--- config.mk ---
export PLATFORM = sky130hd
export DESIGN_NAME = pc_update_unit
export DESIGN_NICKNAME = d
export VERILOG_FILES = /design/src/rtl/pc_update_unit.sv
export SDC_FILE = /design/constraint.sdc
export NUM_CORES = 1
export LEC_CHECK = 0
export ABC_AREA = 1
export CORE_MARGIN = 8
export CORE_UTILIZATION = 44
export CTS_BUF_LIST = sky130_fd_sc_hd__clkbuf_16
export DETAILED_ROUTE_END_ITERATION = 8
export PLACE_DENSITY = 0.75
export SLEW_MARGIN = 5
export SYNTH_ARGS = -nofsm -noshare
export SYNTH_HDL_FRONTEND = slang
export SYNTH_SLANG_ARGS = --single-unit
export TNS_END_PERCENT = 10
--- constraint.sdc ---
create_clock -name clk -period 1.6 [get_ports clk]
set_clock_uncertainty 0.15 [all_clocks]
set_input_delay 0.32 -clock clk [delete_from_list [all_inputs] [get_ports clk]]
set_output_delay 0.32 -clock clk [all_outputs]
set_load 0.02 [all_outputs]
--- src/rtl/pc_update_unit.sv ---
`default_nettype none
// ============================================================================
// Module      : pc_update_unit
// Description : Program-counter register stage fed by the PC-source mux.
//               Handles unconditional and branch-qualified PC writes, EPC
//               capture, and a write counter. Defining PC_ALIGN_CHECK_EN
//               builds the misaligned-target trap with its request/ack FSM.
// Revision    : 1.0 - initial release
// ============================================================================
module pc_update_unit #(
    parameter int               WIDTH      = 32,
    parameter logic [WIDTH-1:0] RESET_PC   = '0,
    parameter logic [WIDTH-1:0] EPC_OFFSET = WIDTH'(4)
) (
    input  logic             clk,
    input  logic             reset,
    input  logic [WIDTH-1:0] i_pc_in,
    input  logic             i_pc_write,
    input  logic             i_pc_write_cond,
    input  logic [1:0]       i_branch_type,
    input  logic             i_alu_zero,
    input  logic             i_alu_gt,
    input  logic             i_epc_write,
    input  logic             i_exc_ack,
    output logic [WIDTH-1:0] o_pc_out,
    output logic [WIDTH-1:0] o_epc_out,
    output logic             o_pc_updated,
    output logic             o_misalign_exc,
    output logic [WIDTH-1:0] o_instr_count
);

    localparam logic [WIDTH-1:0] c_one = {{(WIDTH-1){1'b0}}, 1'b1};

    logic [WIDTH-1:0] r_pc;
    logic [WIDTH-1:0] r_epc;
    logic [WIDTH-1:0] r_cnt;
    logic             r_upd;

    logic w_cond;
    logic w_take;
    logic w_misalign;
    logic w_in_run;
    logic w_run_rules;
    logic w_load;
    logic w_trap;
    logic w_epc_cap;

    always_comb begin
        w_cond = 1'b0;
        case (i_branch_type)
            2'b00:   w_cond =  i_alu_zero;
            2'b01:   w_cond = ~i_alu_zero;
            2'b10:   w_cond =  i_alu_gt;
            default: w_cond = ~i_alu_gt;
        endcase
    end

    assign w_take = i_pc_write | (i_pc_write_cond & w_cond);

`ifdef PC_ALIGN_CHECK_EN
    localparam logic [0:0] ST_RUN      = 1'b0;
    localparam logic [0:0] ST_EXC_PEND = 1'b1;

    logic [0:0] r_state;
    logic       r_exc;

    assign w_misalign  = (i_pc_in[1:0] != 2'b00);
    assign w_in_run    = (r_state == ST_RUN);
    // An ack leaves EXC_PEND in the same cycle, so a take alongside it runs normally
    assign w_run_rules = w_in_run | i_exc_ack;

    always_ff @(posedge clk) begin
        if (!reset) begin
            r_state <= ST_RUN;
            r_exc   <= 1'b0;
        end else if (w_trap) begin
            r_state <= ST_EXC_PEND;
            r_exc   <= 1'b1;
        end else if (!w_in_run && i_exc_ack) begin
            r_state <= ST_RUN;
            r_exc   <= 1'b0;
        end
    end

    assign o_misalign_exc = r_exc;
`else
    logic w_unused_ack;

    assign w_unused_ack   = i_exc_ack;
    assign w_misalign     = 1'b0;
    assign w_in_run       = 1'b1;
    assign w_run_rules    = 1'b1;
    assign o_misalign_exc = 1'b0;
`endif

    assign w_load    = w_run_rules & w_take & ~w_misalign;
    assign w_trap    = w_run_rules & w_take &  w_misalign;
    // Explicit epc_write only counts in RUN; the first exception keeps its EPC
    assign w_epc_cap = (w_in_run & i_epc_write) | w_trap;

    always_ff @(posedge clk) begin
        if (!reset) begin
            r_pc  <= RESET_PC;
            r_epc <= '0;
            r_cnt <= '0;
            r_upd <= 1'b0;
        end else begin
            r_upd <= w_load;
            if (w_load) begin
                r_pc  <= i_pc_in;
                r_cnt <= r_cnt + c_one;
            end
            if (w_epc_cap) begin
                r_epc <= r_pc - EPC_OFFSET;
            end
        end
    end

    assign o_pc_out      = r_pc;
    assign o_epc_out     = r_epc;
    assign o_pc_updated  = r_upd;
    assign o_instr_count = r_cnt;

endmodule
`default_nettype wire

== After elaboration in Yosys (flattened, before gate mapping) ==
Cells that the tools add are included.
Word-level totals
  bits in registers: 97
  input port bits: 42
  output and inout port bits: 98
Operators by class
  add/subtract/negate cells: 2
  bitwise gates (word level): 4
  reduce and logical (&&, ||, !) cells: 1
  multiplexer cells: 1
  eq/ne operators: 2
Operators with widths (number)
  32-bit by 1-bit adder with 32-bit output (second input constant): 1
  32-bit by 3-bit subtractor with 32-bit output (second input constant): 1
  1-bit one-hot mux with 3 select lines: 1
  2-bit by 1-bit == test with 1-bit output (second input constant): 1
  2-bit == test (second input constant): 1
  2-bit logical NOT: 1
  1-bit inverter: 2
  1-bit AND: 1
  1-bit bitwise OR: 1

== Depth between registers and ports, before layout ==
Gate-level depths: netlist (run 1).
  word-level depth: 4
  gate-level depth with buffers: 11

== Worst setup path before layout (run 1) ==
No wires, ideal clock.
  path kind: reg2reg
  start: reg r_cnt[0], in the netlist o_instr_count[0]
  end: reg r_cnt[26], in the netlist o_instr_count[26]
  cell stages (with the launch flop): 10
  path buffers: 0
  slack: -114 ps
  data required time: 1386 ps
  data arrival time: 1500 ps
  cells stage by stage: dfxtp_1 > ha_1 > nand3_2 > nor2_2 > nand2_2 > nor3_4 > nand3_1 > nand2_1 > inv_1 > nor2_1
Between the ends
  word-level cells in the longest chain between the ends: 1
RTL lines
  start, declared: RTL line 36  | logic [WIDTH-1:0] r_cnt;
  start signal, assigned: RTL line 111  | r_cnt <= r_cnt + c_one;
  32-bit by 1-bit adder with 32-bit output: RTL line 111
No other way between the ends.
A chain may end at the register's enable or synchronous reset.

== Worst setup path after layout (run 1) ==
  start: reg r_cnt[1], in the netlist o_instr_count[1]
  end: reg r_cnt[30], in the netlist o_instr_count[30]
Same word-level chain as after synthesis.

==> impl_metrics.tcl, run 1 <==
set metrics [dict create \
    status "finished with violations" \
    violations "negative setup slack" \
    vias 5513 \
    setup_ws_ps -63.4 \
    r2r_cells 9 \
    post-route-period-util 1.04 \
    syn_avg_cell_area_um2 6.46 \
    cpMaxStageDelayCell "dfxtp_2" \
    p_leak_nw 3.57 \
    avgRoutedWirePerCell_um 14.2 \
    p_sw_mw 1.91 \
    ctsRootBufferMaster "clkbuf_16" \
    hold_path.class "in -> reg" \
    via_per_inst 4.97 \
    ff2ff_setup_slack_ps -60 \
    clkPwrFrac 0.329 \
    holdPathStages 3 \
    firstDrtPassIters 5 \
    p_sw_frac 0.311 \
    path_max_fanout 6 \
    fp.dieW_um 122 \
    h-tree-depth 3 \
    numCtsBuffers 9 \
    final_hold_viol_count 0 \
    drive_gt1_frac 0.234 \
    ys_ff_latch 97 \
    route.detailed.drc 0 \
    die_area_mm2 0.0149 \
    num_rows 38 \
    clkTransAtPathRegs_ps 70 \
    power_density_mw_per_mm2 821 \
    pwr-share-seq 0.439 \
    min_from "reset" \
    finalWirelength_um 15700 \
    synth_cell_types 29 \
    clk-insertion-delay-late_ps 340 \
    critPathLaunchType "flip-flop" \
    diodes 0 \
    hold_end "o_pc_out[22]" \
    synthCells 768 \
    setup.worst_path.end_class "flip-flop" \
    antenna_found_initial 0 \
    io_pins 140 \
    rsz0062_at_grt "yes" \
    holdBufCountCts 0 \
    grt_pass1_vias 5148 \
    postRouteAntennaNets 0 \
    worstPathArrival_ps 1790 \
    hpwl_um 11700 \
    seq_area_frac_synth 0.392 \
    intPower_mw 4.22 \
    setup-tns-final_ps -176 \
    die_y_um 122 \
    maxClockFrequency_mhz 601 \
    r2r_end "o_instr_count[30]" \
    synth_warnings 0 \
    synthArstFlopShare 0 \
    start_util 0.453 \
    syn_area_mm2 0.00496 \
    cts_tree "yes" \
    fill_cells 992 \
    grt_max_degree 30 \
    cts.sink_count 97 \
    io_buffers 137 \
    ys.flop_type "dfxtp_1" \
    pwr-share-comb 0.231 \
    first_iter_violations 357 \
    worst_r2r_startpoint "o_instr_count[1]" \
    grt_overflow 0 \
    gp_congestion 0.884 \
    peakVddDrop_mv 0.653 \
    path_cells "ha_4 > nand3_4 > nor2_4 > nand2_4 > nor3_4 > nand3_1 > nand2_1 > inv_1 > nor2_1" \
    grt_pass1_wl_um 24800 \
    syn2layout_area_growth_pct 50.7 \
    power_mw 6.13 \
    critical_path_class "reg -> reg" \
    final_cell_mix "nor2_1 (144), nand2_1 (124), inv_1 (89)" \
    fin_nets 1008 \
    grt.total_usage 0.204 \
    drv_cap 0 \
    layout_commonest_cell "nor2_1" \
    clockBufferDepth 2 \
    synth_edf_count 0 \
    drv_slew 0 \
    critPathRequiredTime_ps 1730 \
    cp_slowest_stage_delay_ps 350 \
    coreArea_mm2 0.0109 \
    setup_viol 4 \
    synth_nets 812 \
    period_needed_ps 1660 \
]
[critical path, delay by kind of cell (launching register included)]
family	cells	cell delay [ps]
DFF	1	350
buffers and inverters	1	40
and+or+nand+nor	7	900
adders and majority gates	1	160
[area by class of cell]
| class | instances | area (um^2) | share of cell area |
|---|---|---|---|
| Clock buffer | 9 | 225 | 0.0301 |
| Clock inverter | 7 | 46.3 | 0.00620 |
| Inverter | 97 | 372 | 0.0497 |
| Multi-Input combinational cell | 544 | 2770 | 0.371 |
| Sequential cell | 97 | 1990 | 0.267 |
| Tap cell | 140 | 175 | 0.0234 |
| Timing Repair Buffer | 215 | 1890 | 0.253 |
[worst max path at each step]
stage	depth (start not counted)	end	from	slack, ps
floorplan	9	o_instr_count[26]	o_instr_count[0]	-2
global placement	10	o_pc_out[18]	i_branch_type[1]	-350
detailed placement	10	o_pc_out[22]	i_branch_type[1]	-400
CTS	9	o_instr_count[26]	o_instr_count[0]	-30
global route	9	o_instr_count[26]	o_instr_count[1]	-160
finish	9	o_instr_count[30]	o_instr_count[1]	-60
[cell usage after synthesis (2+ instances only)]
cell type	count	share of area
a21oi_1	47	0.047
buf_2	11	0.011
buf_4	4	0.0061
clkbuf_1	15	0.011
dfxtp_1	97	0.39
ha_1	2	0.0050
inv_1	94	0.071
inv_2	3	0.0023
nand2_1	138	0.10
nand2_2	5	0.0063
nand3_1	57	0.058
nand3_2	4	0.0081
nand4_1	10	0.013
nor2_1	171	0.13
nor2_2	9	0.011
nor2_4	3	0.0068
nor3_1	6	0.0061
o21ai_0	50	0.050
o21ai_1	16	0.016
o21bai_1	2	0.0030
xnor2_1	3	0.0053
xor2_1	14	0.025
[power by group through the flow]
stage,Combinational (mW),Sequential (mW),Clock [mW]
3_5_place_dp,1.41,2.72,0
4_1_cts,1.34,2.67,2.05
5_1_grt,1.55,2.71,2.14
2_1_floorplan,0.533,2.88,0
3_3_place_gp,1.39,2.72,0
6_report,1.42,2.69,2.02
[metrics by stage]
| stage | setup WS, ps | std cells | area (um^2) | hold slack, ps | utilization |
|---|---|---|---|---|---|
| 2_1_floorplan | -1.50 | 768 | 4960 | 305 | - |
| 3_3_place_gp | -352 | 1090 | 6960 | 326 | 0.637 |
| 3_5_place_dp | -399 | 1090 | 6960 | 331 | 0.637 |
| 4_1_cts | -34.6 | 1106 | 7190 | 202 | 0.658 |
| 5_1_grt | -159 | 1109 | 7470 | 224 | 0.683 |
| 6_report | -63.4 | 1109 | 7470 | 190 | 0.683 |
[layer usage]
metal	vias up	routed length, um	global-route usage
li1	2816	-	-
met1	2512	6700	0.246
met2	161	7670	0.354
met3	24	1090	0.0481
met4	0	272	0.0556
met5	-	0	0
[what timing repair did]
action / 4_1_cts / 5_1_grt
gates resized for setup: 138 / 140
setup buffers: 0 / 3
setup endpoints to repair: 149 / 121
pin swaps: 0 / 34
[cells by family after synthesis]
kind of cell / after synthesis / synth area share
XOR/XNOR: 17 / 0.0300
adder cells (fa/ha/maj): 2 / 0.00505
flip-flops: 97 / 0.392
buffers and inverters: 127 / 0.102
AO/OA/AOI/OAI: 117 / 0.120
other: 1 / 0.000756
AND/OR/NAND/NOR: 407 / 0.351
[sequential cells by signal, summed over array words and instances (netlist names)]
register / count
o_instr_count: 32
o_pc_out: 32
o_epc_out: 32
o_pc_updated: 1
(Power assumes the default switching activity.)
==> run 2, diff against run 1 <==
--- a/config.mk
+++ b/config.mk
@@ -11,6 +11,7 @@
 export CTS_BUF_LIST = sky130_fd_sc_hd__clkbuf_16
 export DETAILED_ROUTE_END_ITERATION = 8
 export PLACE_DENSITY = 0.75
+export RECOVER_POWER = 50
 export SLEW_MARGIN = 5
 export SYNTH_ARGS = -nofsm -noshare
 export SYNTH_HDL_FRONTEND = slang
==> run 2 against run 1 <==
Effect of this change: the run still ends with negative setup slack left; clock power is essentially flat; first-iteration DRC count shrank 21%; critical path type unchanged; worst setup slack gained 1.3 ps; routed wire length grew 0.22%; flip-flop and latch count is the same; final area shrank 0.79%; largest power group unchanged; critical path depth is the same; register-to-register slack is essentially flat; clock-buffer cell count is the same; worst hold slack gained 16 ps; highest routed layer unchanged; cell count is the same.
==> impl_metrics.tcl, run 2 (synthesized netlist as in run 1, its figures left out) <==
set metrics [dict create \
    status "finished with violations" \
    violations "negative setup slack" \
    route.detailed.drc 0 \
    critPathLaunchType "flip-flop" \
    setup.worst_path.end_class "flip-flop" \
    die_area_mm2 0.0149 \
    vias 5533 \
    final_cell_mix "nor2_1 (145), nand2_1 (125), inv_1 (89)" \
    gp_congestion 0.884 \
    first_iter_violations 283 \
    drv_cap 0 \
    via_per_inst 4.99 \
    worstPathArrival_ps 1790 \
    hpwl_um 11700 \
    firstDrtPassIters 6 \
    cpMaxStageDelayCell "dfxtp_2" \
    period_needed_ps 1660 \
    dp.cells 1090 \
    setup-tns-final_ps -176 \
    clk-insertion-delay-late_ps 340 \
    critPathBufInv 1 \
    drive_gt1_frac 0.222 \
    diodes 0 \
    postRouteAntennaNets 0 \
    cts.sink_count 97 \
    numCtsBuffers 9 \
    path_max_fanout 6 \
    cts_tree "yes" \
    final_hold_viol_count 0 \
    setup_ws_ps -62.2 \
    num_rows 38 \
    layout_commonest_cell "nor2_1" \
    critPathRequiredTime_ps 1730 \
    fp.dieW_um 122 \
    start_util 0.453 \
    peakVddDrop_mv 0.652 \
    maxClockFrequency_mhz 602 \
    worst_r2r_startpoint "o_instr_count[1]" \
    grt.total_usage 0.204 \
    critical_path_class "reg -> reg" \
    max_slew_margin 0.530 \
    grt_max_degree 30 \
    die_y_um 122 \
    antenna_found_initial 0 \
    power_density_mw_per_mm2 824 \
    p_leak_nw 3.54 \
    fin_nets 1008 \
    post-route-period-util 1.04 \
    startpoint "o_instr_count[1]" \
    clockBufferDepth 2 \
    grt_pass1_vias 5148 \
    drv_slew 0 \
    holdBufCountCts 0 \
    instances_no_fill 1109 \
    coreArea_mm2 0.0109 \
    finalWirelength_um 15800 \
    avgRoutedWirePerCell_um 14.2 \
    rsz0062_at_grt "yes" \
    io_buffers 137 \
    syn2layout_area_growth_pct 49.5 \
    path_cells "ha_4 > nand3_4 > nor2_4 > nand2_4 > nor3_4 > nand3_1 > nand2_1 > inv_1 > nor2_1" \
    setup_viol 4 \
    h-tree-depth 3 \
    tightest_slew_ps 706 \
    grt_overflow 0 \
    io_pins 140 \
    min_from "reset" \
    hold_path.class "in -> reg" \
    clkTransAtPathRegs_ps 70 \
    ctsRootBufferMaster "clkbuf_16" \
    cp_slowest_stage_delay_ps 350 \
    grt_pass1_wl_um 24800 \
    crit_family "simple AND/OR/NAND/NOR gates" \
]
## run 2: worst min-delay path: cells and delay by family
family	cells	cell delay, ps
buf+inv	1	190
compound gates	2	140
## run 2: metal layers
metal / up-vias / global-route usage / wire, um
met5: - / 0 / 0
met4: 0 / 0.0556 / 230
met2: 171 / 0.354 / 7690
li1: 2822 / - / -
met1: 2520 / 0.246 / 6760
met3: 20 / 0.0481 / 1090
## run 2: worst paths after layout
check | slack, ps | cells after the start | endpoint
worst max-delay path | -60 | 9 | o_instr_count[30]
worst min register to register | 360 | 2 | o_pc_out[31]
worst min-delay path | 210 | 3 | o_pc_out[27]
worst max register to register | -60 | 9 | o_instr_count[30]
## run 2: report_power, final
part	total, mW	switching [mW]	internal, mW	leakage, nW
clock network	2.02	0.965	1.05	0.131
logic	1.40	0.801	0.596	2.59
registers	2.69	0.137	2.56	0.813
## run 2: final cells by class
type | count | area, um^2
tap | 140 | 175
clock buffer | 9 | 225
fill | 1001 | 3520
timing repair buffer | 215 | 1840
sequential | 97 | 1990
inverter | 97 | 372
multi-input combinational | 544 | 2760
clock inverter | 7 | 46.3
## run 2: through the flow
step / instance area, um^2 / setup slack [ps] / power, mW / utilization / hold WS, ps
final: 7410 / -62.2 / 6.11 / 0.678 / 206
after floorplan: 4960 / -1.50 / 3.41 / - / 305
after global routing: 7410 / -159 / 6.38 / 0.678 / 231
after detailed placement: 6960 / -399 / 4.13 / 0.637 / 331
after global placement: 6960 / -352 / 4.12 / 0.637 / 326
after CTS: 7190 / -34.6 / 6.06 / 0.658 / 202
## run 2: what timing repair did
action / in CTS / in global routing
gates resized for setup: 138 / 140
endpoints found under the setup margin: 149 / 121
buffers inserted: 0 / 3
hold endpoints to repair: 0 / 0
pin swaps: 0 / 34
==> RTL change 1 (settings of run 1) <==
Change the parameter `WIDTH` from 32 to 16.
--- a/src/rtl/pc_update_unit.sv
+++ b/src/rtl/pc_update_unit.sv
@@ -8,7 +8,7 @@
 // Revision    : 1.0 - initial release
 // ============================================================================
 module pc_update_unit #(
-    parameter int               WIDTH      = 32,
+    parameter int               WIDTH      = 16,
     parameter logic [WIDTH-1:0] RESET_PC   = '0,
     parameter logic [WIDTH-1:0] EPC_OFFSET = WIDTH'(4)
 ) (
Interface: changed (resized i_pc_in, o_epc_out, o_instr_count and o_pc_out); port bits go from 140 to 76. No check against the original RTL was run, so the function may have changed too.
==> RTL change 1 against run 1 <==
- sequential cell count down 48
- sequential share of layout area is 0.11 points lower
- routed wire length down 53%
- via count is 52% lower
- cell count fell by 52%
- register-to-register slack improved by 0.16 ns
- power fell by 49%
- global-route usage is 4.3 points lower
- critical path type is now primary input to register
- area after synthesis decreased by 50%
- critical path depth shrank 3
- setup slack improved by 0.099 ns
- final area is 50% lower
==> RTL change 1: results (changes against run 1) <==
power_and_ir_drop:
  ir_worst_vdd_v: 0.000678  # +3.8%
  netSwitchingPower_uw: 925  # -51%
placed_design:
  placement.cell_area_mm2: 0.00343  # -51%
  io_buffers: 73  # -47%
  dp.cells: 514  # -53%
  post-place-ws_ns: -0.313  # +0.0858 ns
  dp_hpwl_um: 5010  # -57%
run_status:
  run_status: "finished clean"
detailed_routing:
  vias: 2637  # -52%
  avgViaCountPerCell: 4.97  # -0.10%
  firstDrtPassIters: 4  # -1
  routed_wl_um: 7330  # -53%
  drt_iter0_markers: 142  # -60%
  detail-route-antenna-nets: 0  # unchanged
finish:
  layout-drive-gt1-share_pct: 17.2  # -6.2 points
  nets: 486  # -52%
worst_setup_path:
  crit_fanout: 9  # +3
  arrival_ns: 1.60  # -0.19 ns
grt:
  grt_pass1_wl_um: 11300  # -54%
  gr-usage-met3_pct: 6.50  # +1.7 points
  gr-usage-met2_pct: 26.5  # -8.9 points
  grt_use_met1_pct: 18.7  # -6.0 points
clock_tree:
  clk_latency_ns: 0.29  # -0.05 ns
  cts_made_buffers: 5  # -4
logic_synthesis:
  synthTopCellsByArea: "dfxtp_1 40%, nor2_1 12%, nand2_1 8.6%"
  yosysSeqAreaShare_pct: 39.6  # +0.43 points
  synth_fp_nets: 383  # -53%
[RTL change 1: path summary, 6_finish.rpt]
check,from,endpoint,slack (ns),depth (start not counted)
worst max-delay path,i_pc_write,o_pc_out[7],0.04,6
worst min register to register,o_pc_out[2],o_epc_out[2],0.35,1
worst min-delay path,o_pc_out[2],o_epc_out[2],0.35,1
worst max register to register,o_instr_count[1],o_instr_count[12],0.10,8
[RTL change 1: logic make-up (layout without fill, tap and decap cells)]
kind of cell	count (synthesis)	in the layout	synth area share, %
AOI/OAI and AO/OA	55	55	11.5
adders and majority gates	2	2	1.01
buffers and inverters	49	149	9.70
DFF	49	49	39.6
other	1	1	0.151
xor gates and xnor gates	5	5	1.77
and+or+nand+nor	194	198	36.3
[RTL change 1: final cells by class]
class,instances,area [µm²],share of cell area (%)
repair inverters,1,8.76,0.237
clock buffers,5,125,3.38
multi-input cells,261,1360,36.6
repair buffers,105,977,26.4
inverters,35,148,3.99
clock inverters,3,12.5,0.338
well taps,72,90.1,2.43
flip-flops and latches,49,983,26.6
[RTL change 1: stage by stage]
stage	util [%]	hold slack (ns)
after global routing	67.6	0.369
final	67.6	0.351
after detailed placement	62.8	0.338
after CTS	64.2	0.344
after floorplan	-	0.305
after global placement	62.8	0.333
[RTL change 1: worst max-delay path, cell delays in order]
cell and delay [ns]:
clkdlybuf4s50_1 0.52, clkinvlp_4 0.29, nand2_8 0.23, inv_6 0.08
nor2_1 0.10, nor2_1 0.05
[RTL change 1: routing by layer]
layer / part of all wire (%) / routed length [µm] / up-vias
li1: - / - / 1342
met1: 44 / 3210 / 1218
met2: 48 / 3510 / 70
met3: 7.1 / 522 / 7
met4: 1.3 / 93 / 0
met5: 0 / 0 / -
[RTL change 1: what timing repair did]
action,in CTS,in global routing
hold endpoints to repair,0,0
setup endpoints to repair,54,26
gates resized for setup,51,34
setup buffers,0,4
cloned,0,5
pin swaps,0,9
[RTL change 1: power groups by stage]
stage          logic (mW)  registers, mW  clock network [mW]
2_1_floorplan       0.301           1.47                   0
3_3_place_gp        0.711           1.37                   0
3_5_place_dp        0.721           1.37                   0
4_1_cts             0.675           1.34                1.02
5_1_grt             0.819           1.36                1.06
6_report            0.752           1.35                1.01
==> RTL change 2 (config.mk and constraints of run 1) <==
Made on the original files. Put one more register stage on the output `o_instr_count`, with the module's reset. The value now appears one clock later. The other outputs are not delayed to match.
--- a/src/rtl/pc_update_unit.sv
+++ b/src/rtl/pc_update_unit.sv
@@ -119,7 +119,13 @@
     assign o_pc_out      = r_pc;
     assign o_epc_out     = r_epc;
     assign o_pc_updated  = r_upd;
-    assign o_instr_count = r_cnt;
+    always_ff @(posedge clk) begin
+        if (!reset) begin
+            o_instr_count <= '0;
+        end else begin
+            o_instr_count <= r_cnt;
+        end
+    end
 
 endmodule
 `default_nettype wire
Function: changed (Yosys sat finds a counterexample within 4 cycles, from zero or initial values and one cycle with reset low).
==> RTL change 2 against run 1 <==
- the run still ends with setup timing left
- area after synthesis grew 18%
- final area grew 14%
- clock power grew 97%
- critical path depth grew 1
- largest cell class unchanged
- via count grew 8.1%
- setup slack lost 0.0043 ns
- power grew 45%
- routed wire length grew 7.2%
- sequential cell count grew 32
- count of clock-buffer cells in the layout grew 8
==> RTL change 2: results (changes against run 1) <==
min_path:
  holdPathEnd: "o_epc_out[20]"
  hold_path.startpoint: "i_epc_write"
grt:
  grt_max_degree: 67  # +120%
  track_usage_pct: 19.4  # -0.94 points
  grt_antenna_before_repair: 1  # +1
  grt_pass1_vias: 5708  # +11%
  grt_pass1_wl_um: 27600  # +11%
detailed_routing:
  vias: 5961  # +8.1%
  drt_iter0_markers: 442  # +24%
  post_drt_wl_per_cell_um: 13.6  # -4.1%
clock_tree:
  h-tree-depth: 4  # +1
  root_buffer: "clkbuf_16"
  clk_latency_ns: 0.42  # +0.08 ns
  cts_made_buffers: 17  # +8
sta:
  setup_ws_ns: -0.0677  # -0.00431 ns
  finalSetupViolCount: 8  # +4
  hold_slack_ns: 0.185  # -0.00464 ns
  fin_tns_setup_ns: -0.273  # -0.0969 ns
power_and_ir_drop:
  p_leak_nw: 4.20  # +18%
  p_seq_mw: 3.52  # +31%
  p_comb_share_pct: 15.7  # -7.4 points
  ir_worst_vdd_v: 0.000716  # +9.7%
  seqPwrFrac_pct: 39.6  # -4.3 points
  internal_power_mw: 6.53  # +55%
logic_synthesis:
  synth_fp_nets: 906  # +12%
  synthTopCellsByArea: "dfxtp_1 44%, nor2_1 11%, nand2_1 10%"
  synthCells: 862  # +12%
  ys_types: 31  # +6.9%
  synth_common_cells: "166 x nor2_1, 162 x nand2_1, 129 x dfxtp_1, 127 x inv_1, 60 x nand3_1"
  yosysSeqAreaShare_pct: 44.2  # +5.1 points
  ys_async_sr_fraction_pct: 0  # unchanged
placed_design:
  dp_hpwl_um: 12200  # +4.3%
  post-place-ws_ns: -0.423  # -0.0245 ns
  placement.cell_area_mm2: 0.00782  # +12%
  gp_congestion: 0.888  # +0.43%
finish:
  layout-drive-gt1-share_pct: 20.8  # -2.6 points
  n_fill_cell: 1176  # +19%
  nets: 1095  # +8.6%
  stdcell_count: 1239  # +12%
run_status:
  run_status: "complete, but fails checks"
  violations: "setup timing"
worst_setup_path:
  arrival_ns: 1.87  # +0.08 ns
  reg2reg_to: "r_cnt[28]"
  r2r_cells: 10  # +1
  crit_fanout: 5  # -1
  worstSetupStartpoint: "r_cnt[1]"
[RTL change 2: changes by cell type after synthesis, sizes merged, moves of 2 or more]
| cell | delta |
|---|---|
| clkbuf | +3 |
| a21oi | +3 |
| dfxtp | +32 |
| nor2 | -4 |
| inv | +31 |
| o21ai | -2 |
| nand4 | +2 |
| nand2 | +26 |
[RTL change 2: metal layers]
layer	vias up	GRT usage [%]	part of all wire, %
met1	2697	21.5	42
li1	3074	-	-
met3	27	7.70	7.8
met5	-	0	0.071
met2	161	33.3	49
met4	2	6.52	1.6
[RTL change 2: logic make-up after synthesis]
| group | count (synthesis) | synth area share [%] |
|---|---|---|
| AND/OR/NAND/NOR | 432 | 31.5 |
| flip-flops | 129 | 44.2 |
| buffers and inverters | 161 | 10.6 |
| AO/OA/AOI/OAI | 119 | 10.4 |
| other | 1 | 0.0642 |
| adder cells (fa/ha/maj) | 2 | 0.429 |
| XOR/XNOR | 18 | 2.70 |
[RTL change 2: final cells by class]
class | count | area (µm²) | share of cell area [%]
Clock buffer | 17 | 425 | 4.98
Inverter | 128 | 485 | 5.68
Clock inverter | 14 | 175 | 2.05
Multi-Input combinational cell | 572 | 2830 | 33.2
Sequential cell | 129 | 2620 | 30.6
Timing Repair Buffer | 203 | 1780 | 20.9
Tap cell | 176 | 220 | 2.58
[RTL change 2: how the worst max path moves through the flow]
stage | to | cells past startpoint
2_1_floorplan | o_epc_out[26] | 9
3_3_place_gp | r_cnt[30] | 12
3_5_place_dp | r_cnt[0] | 11
4_1_cts | o_epc_out[25] | 10
5_1_grt | r_cnt[26] | 9
6_report | r_cnt[28] | 10
[RTL change 2: repair_timing]
item / CTS / global route
setup buffers: 0 / 5
gates resized for setup: 170 / 111
setup endpoints to repair: 117 / 100
pin swaps: 1 / 13
gates cloned: 0 / 0
